==> config.mk <==
export PLATFORM = sky130hd
export DESIGN_NAME = ldlt_job_sequencer
export DESIGN_NICKNAME = d
export VERILOG_FILES = /design/src/rtl/ldlt_seq_pkg.sv /design/src/rtl/ldlt_stream_fifo.sv /design/src/rtl/ldlt_job_sequencer.sv
export SDC_FILE = /design/constraint.sdc
export NUM_CORES = 1
export LEC_CHECK = 0
export CAP_MARGIN = 20
export CORE_MARGIN = 10
export CORE_UTILIZATION = 50
export DETAILED_ROUTE_END_ITERATION = 16
export GPL_ROUTABILITY_DRIVEN = 0
export PLACE_DENSITY = 0.94
export SETUP_SLACK_MARGIN = 0.15
export SYNTH_ARGS = -nofsm -noshare
export SYNTH_HDL_FRONTEND = slang
export SYNTH_SLANG_ARGS = --single-unit
==> constraint.sdc <==
create_clock -name clock -period 11.9 [get_ports clock]
set_input_delay 2.38 -clock clock [delete_from_list [all_inputs] [get_ports clock]]
set_output_delay 2.38 -clock clock [all_outputs]
set_load 0.01 [all_outputs]
==> src/rtl/ldlt_seq_pkg.sv <==
// Shared types for the LDLT job sequencer: FSM states, response codes and
// the latched job descriptor.
package ldlt_seq_pkg;

   localparam int DESC_DIM_W = 8;
   localparam int DESC_AW    = 16;
   localparam int TOTAL_W    = 2*DESC_DIM_W + 1;
   localparam int DATA_W     = 64;

   typedef enum logic [2:0] {
      ST_IDLE,
      ST_CHECK,
      ST_START,
      ST_LOAD,
      ST_COLLECT,
      ST_RESP
   } seq_state_e;

   typedef enum logic [1:0] {
      ERR_OK      = 2'd0,
      ERR_BAD     = 2'd1,
      ERR_TIMEOUT = 2'd2
   } resp_err_e;

   typedef struct packed {
      logic [DESC_DIM_W-1:0] rows;
      logic [DESC_DIM_W-1:0] cols;
      logic [DESC_AW-1:0]    src;
      logic [DESC_AW-1:0]    dst;
   } job_desc_t;

   // Input word count rows*cols+rows, wide enough that it never wraps.
   function automatic logic [TOTAL_W-1:0] job_total(input logic [DESC_DIM_W-1:0] rows,
                                                    input logic [DESC_DIM_W-1:0] cols);
      logic [TOTAL_W-1:0] prod;
      prod = TOTAL_W'(rows) * TOTAL_W'(cols);
      return prod + TOTAL_W'(rows);
   endfunction

endpackage

==> src/rtl/ldlt_stream_fifo.sv <==
// Two-entry valid/ready FIFO between scratchpad read data and the core's
// input stream; flush drops all contents.
module ldlt_stream_fifo #(
   parameter int W = 64
) (
   input  logic         clock,
   input  logic         reset,
   input  logic         flush,
   input  logic         push_valid,
   input  logic [W-1:0] push_data,
   input  logic         pop_ready,
   output logic         pop_valid,
   output logic [W-1:0] pop_data,
   output logic [1:0]   count
);

   logic [1:0][W-1:0] mem_q;
   logic              wr_ptr_q;
   logic              rd_ptr_q;
   logic [1:0]        cnt_q;
   logic              push;
   logic              pop;

   assign push      = push_valid && (cnt_q != 2'd2);
   assign pop       = pop_ready && (cnt_q != 2'd0);
   assign pop_valid = (cnt_q != 2'd0);
   assign pop_data  = mem_q[rd_ptr_q];
   assign count     = cnt_q;

   always_ff @(posedge clock) begin
      if (push) mem_q[wr_ptr_q] <= push_data;
   end

   always_ff @(posedge clock) begin
      if (reset || flush) begin
         wr_ptr_q <= 1'b0;
         rd_ptr_q <= 1'b0;
         cnt_q    <= 2'd0;
      end else begin
         if (push) wr_ptr_q <= ~wr_ptr_q;
         if (pop)  rd_ptr_q <= ~rd_ptr_q;
         case ({push, pop})
            2'b10:   cnt_q <= cnt_q + 2'd1;
            2'b01:   cnt_q <= cnt_q - 2'd1;
            default: cnt_q <= cnt_q;
         endcase
      end
   end

endmodule

==> src/rtl/ldlt_job_sequencer.sv <==
// Runs one LDLT solve job: validates the descriptor, starts the core,
// streams A then b from scratchpad, writes x back and posts a response.
module ldlt_job_sequencer
   import ldlt_seq_pkg::*;
#(
   parameter int AW        = DESC_AW,
   parameter int DIM_W     = DESC_DIM_W,
   parameter int MAX_WORDS = 1024,
   parameter int TIMEOUT   = 4096
) (
   input  logic              clock,
   input  logic              reset,
   input  logic              cmd_valid,
   output logic              cmd_ready,
   input  logic [DIM_W-1:0]  cmd_rows,
   input  logic [DIM_W-1:0]  cmd_cols,
   input  logic [AW-1:0]     cmd_src_addr,
   input  logic [AW-1:0]     cmd_dst_addr,
   output logic              resp_valid,
   input  logic              resp_ready,
   output logic [1:0]        resp_err,
   output logic              mem_rd_en,
   output logic [AW-1:0]     mem_rd_addr,
   input  logic [DATA_W-1:0] mem_rd_data,
   output logic              mem_wr_en,
   output logic [AW-1:0]     mem_wr_addr,
   output logic [DATA_W-1:0] mem_wr_data,
   output logic              acc_start,
   input  logic              acc_busy,
   input  logic              acc_done,
   output logic [63:0]       acc_rows,
   output logic [63:0]       acc_cols,
   output logic [DATA_W-1:0] acc_in_data,
   output logic              acc_in_valid,
   input  logic              acc_in_ready,
   input  logic [DATA_W-1:0] acc_out_data,
   input  logic              acc_out_valid,
   output logic              acc_out_ready
);

   localparam int                  WD_W    = $clog2(TIMEOUT + 1);
   localparam logic [TOTAL_W-1:0]  MAX_T   = TOTAL_W'(MAX_WORDS);
   localparam logic [WD_W-1:0]     WD_LAST = WD_W'(TIMEOUT - 1);

   seq_state_e          state_q, state_d;
   resp_err_e           err_q, err_d;
   job_desc_t           desc_q;
   logic [TOTAL_W-1:0]  total_q, total_c;
   logic [TOTAL_W-1:0]  rd_cnt_q, pop_cnt_q;
   logic [DIM_W-1:0]    wr_cnt_q;
   logic [WD_W-1:0]     wd_q;
   logic                rd_inflight_q;

   logic                rd_issue;
   logic                fifo_flush;
   logic                fifo_push;
   logic                fifo_valid;
   logic [DATA_W-1:0]   fifo_data;
   logic [1:0]          fifo_cnt;
   logic                fifo_room;
   logic                pop;
   logic                beat;
   logic                in_stream;
   logic                wd_expire;
   logic                desc_bad;

   // Core status is informational; completion is counted on result beats.
   logic unused_ok;
   assign unused_ok = &{1'b0, acc_busy, acc_done};

   assign total_c   = job_total(desc_q.rows, desc_q.cols);
   assign desc_bad  = (desc_q.rows == '0) || (desc_q.cols == '0) || (total_c > MAX_T);

   assign in_stream    = (state_q == ST_LOAD);
   assign acc_in_valid = fifo_valid && in_stream;
   assign acc_in_data  = acc_in_valid ? fifo_data : '0;
   assign pop          = acc_in_valid && acc_in_ready;
   assign beat         = acc_out_valid && (state_q == ST_COLLECT);
   assign wd_expire    = !(pop || beat) && (wd_q == WD_LAST);

   // Free slots must cover the read already in flight before another issues.
   assign fifo_room = ({1'b0, fifo_cnt} + {2'b00, rd_inflight_q}) < 3'd2;
   assign fifo_push = rd_inflight_q && in_stream;

   assign mem_rd_en   = rd_issue;
   assign mem_rd_addr = rd_issue ? desc_q.src + rd_cnt_q[AW-1:0] : '0;
   assign mem_wr_en   = beat;
   assign mem_wr_addr = beat ? desc_q.dst + AW'(wr_cnt_q) : '0;
   assign mem_wr_data = beat ? acc_out_data : '0;
   assign acc_rows    = 64'(desc_q.rows);
   assign acc_cols    = 64'(desc_q.cols);
   assign resp_err    = err_q;

   ldlt_stream_fifo #(.W(DATA_W)) u_fifo (
      .clock      (clock),
      .reset      (reset),
      .flush      (fifo_flush),
      .push_valid (fifo_push),
      .push_data  (mem_rd_data),
      .pop_ready  (acc_in_ready && in_stream),
      .pop_valid  (fifo_valid),
      .pop_data   (fifo_data),
      .count      (fifo_cnt)
   );

   always_comb begin
      state_d       = state_q;
      err_d         = err_q;
      cmd_ready     = 1'b0;
      resp_valid    = 1'b0;
      acc_start     = 1'b0;
      acc_out_ready = 1'b0;
      rd_issue      = 1'b0;
      fifo_flush    = 1'b0;
      case (state_q)
         ST_IDLE: begin
            cmd_ready  = 1'b1;
            fifo_flush = 1'b1;
            if (cmd_valid) begin
               state_d = ST_CHECK;
               err_d   = ERR_OK;
            end
         end
         ST_CHECK: begin
            if (desc_bad) begin
               state_d = ST_RESP;
               err_d   = ERR_BAD;
            end else begin
               state_d = ST_START;
            end
         end
         ST_START: begin
            acc_start = 1'b1;
            state_d   = ST_LOAD;
         end
         ST_LOAD: begin
            rd_issue = (rd_cnt_q != total_q) && fifo_room && !wd_expire;
            if (pop && (pop_cnt_q == total_q - TOTAL_W'(1))) begin
               state_d = ST_COLLECT;
            end else if (wd_expire) begin
               state_d    = ST_RESP;
               err_d      = ERR_TIMEOUT;
               fifo_flush = 1'b1;
            end
         end
         ST_COLLECT: begin
            acc_out_ready = 1'b1;
            if (beat && (wr_cnt_q == desc_q.rows - DIM_W'(1))) begin
               state_d = ST_RESP;
            end else if (wd_expire) begin
               state_d    = ST_RESP;
               err_d      = ERR_TIMEOUT;
               fifo_flush = 1'b1;
            end
         end
         ST_RESP: begin
            resp_valid = 1'b1;
            if (resp_ready) state_d = ST_IDLE;
         end
         default: state_d = ST_IDLE;
      endcase
   end

   always_ff @(posedge clock) begin
      if (reset) begin
         state_q       <= ST_IDLE;
         err_q         <= ERR_OK;
         desc_q        <= '0;
         total_q       <= '0;
         rd_cnt_q      <= '0;
         pop_cnt_q     <= '0;
         wr_cnt_q      <= '0;
         wd_q          <= '0;
         rd_inflight_q <= 1'b0;
      end else begin
         state_q       <= state_d;
         err_q         <= err_d;
         rd_inflight_q <= rd_issue;
         if ((state_q == ST_IDLE) && cmd_valid) begin
            desc_q <= '{rows: cmd_rows, cols: cmd_cols, src: cmd_src_addr, dst: cmd_dst_addr};
         end
         if (state_q == ST_CHECK) begin
            total_q   <= total_c;
            rd_cnt_q  <= '0;
            pop_cnt_q <= '0;
            wr_cnt_q  <= '0;
         end else begin
            if (rd_issue) rd_cnt_q  <= rd_cnt_q + TOTAL_W'(1);
            if (pop)      pop_cnt_q <= pop_cnt_q + TOTAL_W'(1);
            if (beat)     wr_cnt_q  <= wr_cnt_q + DIM_W'(1);
         end
         if (((state_q == ST_LOAD) || (state_q == ST_COLLECT)) && !(pop || beat)) begin
            wd_q <= wd_q + WD_W'(1);
         end else begin
            wd_q <= '0;
         end
      end
   end

endmodule
# Word-level counts from Yosys, hierarchy flattened
# Cells that the tools add are included.
# op_classes
add_sub_neg	12
mul	1
div	0
n_lt_le_gt_ge	5
eq_ne	17
shifts	0
muxes	32
bitwise_logic	3
reduce_logical	32
# ops
operator	count
64-bit 2-to-1 mux	5
128-bit bitwise mux	1
64-bit demux with 1-bit select	1
17-bit by 1-bit adder with 17-bit output, second input constant	2
16-bit 2-to-1 mux	2
3-bit 2-to-1 mux	6
3-bit case mux with 6 select lines	1
16-bit by 8-bit adder with 17-bit output	1
17-bit == test	1
17-bit by 11-bit greater-than comparator with 1-bit output, second input constant	1
17-bit inequality test	1
17-bit by 1-bit subtractor with 17-bit output, second input constant	1
16-bit adder	1
16-bit by 8-bit adder with 16-bit output	1
8-bit logical NOT	2
8-bit by 8-bit multiplier with 16-bit output	1
1-bit logical AND	15
13-bit by 1-bit adder with 13-bit output, second input constant	1
13-bit by 12-bit == test with 1-bit output, second input constant	1
2-bit inequality test, second input constant	6
2-bit 2-to-1 mux	5
8-bit by 1-bit adder with 8-bit output, second input constant	1
8-bit == test	1
1-bit 2-to-1 mux	8
24 further kinds	36
# totals
reg_bits	258
latch_bits	0
mem_bits_rw	0
rom_bits	0
mem_count	0

# Longest topological paths before layout
# logic_depth
word_depth	10
ltp_mapped	20
depth_no_buf	18

# Cells and area by module
# A second synthesis with hierarchy kept.
# unflattened
hier_cells	1763
area_unflattened_um2	16488.3
# modules_own_cells
module	instances	cells_each	area_per_inst_um2	seq_area_each_um2
ldlt_job_sequencer	1	1540	11674.9	2522.4
ldlt_stream_fifo	1	223	4813.4	3923.8

# Least setup slack after synthesis
# No wires, ideal clock.
# synth_timing
path_kind	input to output
startpoint	in acc_out_valid
endpoint	out mem_rd_addr[11]
t_arrival_ps	3499
required_ps	9520
setup_slack_ps	6021
path_stages	7
cell_sequence	nand2_1 -> inv_2 -> nor3_1 -> nand4_1 -> nand2_1 -> clkbuf_1 -> nor2_1
# synth_between
elab_chain_len	8
# synth_lines
item	line	rtl
start: declaration	ldlt_job_sequencer.sv:37	input logic acc_out_valid,
1-bit logical AND	ldlt_job_sequencer.sv:78	assign beat = acc_out_valid && (state_q == ST_COLLECT);
1-bit logical OR	ldlt_job_sequencer.sv:79	assign wd_expire = !(pop || beat) && (wd_q == WD_LAST);
1-bit logical NOT	ldlt_job_sequencer.sv:79	
1-bit logical AND	ldlt_job_sequencer.sv:79	
1-bit logical NOT	ldlt_job_sequencer.sv:137	rd_issue = (rd_cnt_q != total_q) && fifo_room && !wd_expire;
1-bit logical AND	ldlt_job_sequencer.sv:137	
1-bit 2-to-1 mux	ldlt_job_sequencer.sv:115	case (state_q)
16-bit 2-to-1 mux	ldlt_job_sequencer.sv:86	assign mem_rd_addr = rd_issue ? desc_q.src + rd_cnt_q[AW-1:0] : '0;
end: declaration	ldlt_job_sequencer.sv:23	output logic [AW-1:0] mem_rd_addr,
# No other way between the ends.

# Final worst setup path
# layout_timing
startpoint	in acc_out_valid
endpoint	out mem_rd_addr[10]
# The elaborated chain is that of the path after synthesis.

==> metrics.md <==
| Metric | Value |
|---|---|
| Pre-CTS setup slack | 3.58 ns |
| Vias per inst | 5.34 |
| Register bit count reported by yosys | 258 |
| Gr usage total | 0.230 |
| Cts hold-fix bufs | 0 |
| Root Buffer | clkbuf_16 |
| Clk Latency, worst-skew pair | 0.56 ns |
| First-pass GRT wire length | 71700 microns |
| Synth Flop Type | dfxtp_1 |
| Die width | 199 microns |
| Post-layout min period | 8.35 ns |
| Post-DP HPWL | 36400 microns |
| DRC violations left | 0 |
| Vias in the first global route | 13215 |
| Max Slew Vio Count | 0 |
| Commonest non-fill, non-tap cells in the layout | 365 x clkdlybuf4s50_1, 190 x nand2_1, 180 x nor2_1 |
| Mean Syn Cell Area | 9.40 sq um |
| Core area | 31500 sq um |
| Largest net degree at the start of global routing | 79 |
| Kind of critical path | input pin to output pin |
| CP max FO | 78 |
| Vias | 12971 |
| Synth unique cells | 68 |
| Final Skew | 0.0200 ns |
| Design area | 20300 sq um |
| Period utilisation layout | 0.702 |
| P_leak | 7.90 nW |
| Worst vdd ir | 0.289 mV |
| Worst-Margin Slew | 0.990 ns |
| Layout area overhead | 27.3% |
| Critical path capture point type | output pin |
| Post-synth top area cell | edfxtp_1 |
| Layout cell share with drive strength beyond 1 | 0.0371 |
| TritonRoute pass-1 iters | 7 |
| Fin worst setup slack | 3.55 ns |
| Commonest non-fill, non-tap cell in the layout | clkdlybuf4s50_1 |
| Relative slew slack | 0.339 |
| F_max | 120 MHz |
| Max H-tree Level | 1 |
| Final hold vios | 0 |
| Synth area leaders | edfxtp_1 24%, dfxtp_1 16%, buf_4 6.1% |
| Synthesized cell area | 15900 sq um |
| Grt total ovfl | 0 |
| Net Switching | 0.997 mW |
| Clock buffer count from CTS | 28 |
| Internal power | 1.91 mW |
| # setup viols final | 0 |
| Status | finished, final reports clean |
| Die Ht | 199 microns |
| Final core utilization | 0.645 |
| Area share of the largest cell type after synthesis | 0.241 |
| Number of max-cap violations | 0 |
| FFs w/ async S/R, synth | 0 |
| Critical path required time | 9.52 ns |
| # IOs | 481 |
| Post-synthesis sequential area ratio | 0.404 |
| Worst path arrival time | 5.97 ns |
| Starting Density | 0.507 |
| I/O Buffers | 366 |
| Clock Pin Slew Worst Setup and Hold Paths | 0.06 ns |
| Fin Hold WS | 0.465 ns |
| Nets | 2302 |
| Setup crit start kind | input pin |
| Wirelength, routed | 48000 microns |
| Clk buf depth | 3 |
| Die area | 39400 sq um |
| Cells after Synth | 1696 |
| Reg power frac | 0.379 |
| Synth warn | 0 |
| Setup TNS | 0 ns |
| Clock sinks | 258 |
| RSZ-0062 raised after global routing | false |
| CTS tree | yes |
| HP Class | flop to flop |
| Final ANT Viol Nets | 0 |
| Number of post-CTS setup repair buffers | 0 |
| Area after DPL | 19300 sq um |
| Initial antenna violation count | 3 |
| Pwr per Cell Area | 143 nW/um^2 |
| Post-synth EDFFs | 128 |
| DR iter-0 viols | 932 |
| Comb pwr share | 0.318 |
| Clock power share | 0.303 |
| Net Sw Frac | 0.343 |
| Cts repair resizes | 0 |
| WL per Instance | 19.8 microns |
| # rows | 65 |
-- cells in the mapped netlist, types with 57 or more instances --
| library cell | instances |
|---|---|
| edfxtp_1 | 128 |
| clkbuf_1 | 70 |
| inv_1 | 83 |
| mux2i_1 | 72 |
| nor2_1 | 182 |
| nand2_1 | 191 |
| xnor2_1 | 76 |
| buf_4 | 129 |
| xor2_1 | 57 |
| ha_1 | 69 |
| dfxtp_1 | 130 |
| and2_1 | 110 |
| a21oi_1 | 100 |
-- flip-flops by register name (all words and copies together), names as in the netlist --
register and count:
acc_rows 8, u_fifo.count 2, wd_q 13, total_q 17
pop_cnt_q 17, wr_cnt_q 8, desc_q 32, rd_inflight_q 1
acc_cols 8, u_fifo.wr_ptr_q 1, u_fifo.mem_q 128, rd_cnt_q 17
u_fifo.rd_ptr_q 1, state_q 3, resp_err 2
-- power groups by stage --
| stage | sequential, mW | combinational (mW) | clock (mW) |
|---|---|---|---|
| final | 1.10 | 0.923 | 0.880 |
| after global routing | 1.11 | 1.02 | 0.931 |
| after CTS | 1.10 | 0.913 | 0.894 |
| after detailed placement | 1.12 | 0.903 | 0 |
| after global placement | 1.11 | 0.865 | 0 |
| after floorplan | 1.05 | 0.687 | 0 |
-- path summary, 6_finish.rpt --
kind | startpoint | to | slack (ns) | cells past startpoint
setup / recovery | acc_out_valid | mem_rd_addr[10] | 3.55 | 9
hold / removal | desc_q[16] | desc_q[16] | 0.46 | 2
setup reg to reg | acc_rows[0] | state_q[2] | 6.13 | 17
hold reg to reg | desc_q[16] | desc_q[16] | 0.46 | 2
-- worst max-delay path, cell delays in order --
cell and delay, ns:
clkdlybuf4s50_1 0.46, nand2_1 0.38, inv_2 0.90, nor3_1 0.09
nand4_1 0.27, nand2_1 0.42, inv_2 0.37, and2_1 0.17
clkdlybuf4s50_1 0.53
-- final cells by class --
type | count | area, sq um
diodes | 2 | 5.00
clock buffers | 36 | 751
clock inverters | 14 | 189
fillers | 2321 | 11200
inverters | 85 | 319
multi-input cells | 1256 | 8350
flip-flops and latches | 258 | 6450
well taps | 402 | 503
repair buffers | 374 | 3730
-- metrics by stage --
stage,power [mW],instances
2_1_floorplan,1.74,1807
5_1_grt,3.06,2427
3_5_place_dp,2.02,2374
4_1_cts,2.91,2424
6_report,2.91,2427
3_3_place_gp,1.98,2374
-- kinds of logic after synthesis --
| logic type | count (synthesis) | share of synthesized area |
|---|---|---|
| compound gates | 194 | 0.0735 |
| xor+xnor | 133 | 0.0731 |
| fa+ha+maj | 115 | 0.112 |
| buf+inv | 293 | 0.100 |
| flops | 258 | 0.404 |
| mux | 72 | 0.0452 |
| other cells | 1 | 0.000235 |
| simple gates | 630 | 0.192 |
-- per-layer routing --
layer  vias up  global-route usage  part of all wire  wire length, microns
met5         -                   0           0.00042                    20
li1       6056                   -                 -                     -
met4         2               0.117             0.050                  2400
met3       113              0.0637             0.098                  4710
met2       633               0.422              0.51                 24600
met1      6167               0.232              0.34                 16200
(Power assumes the default switching activity.)
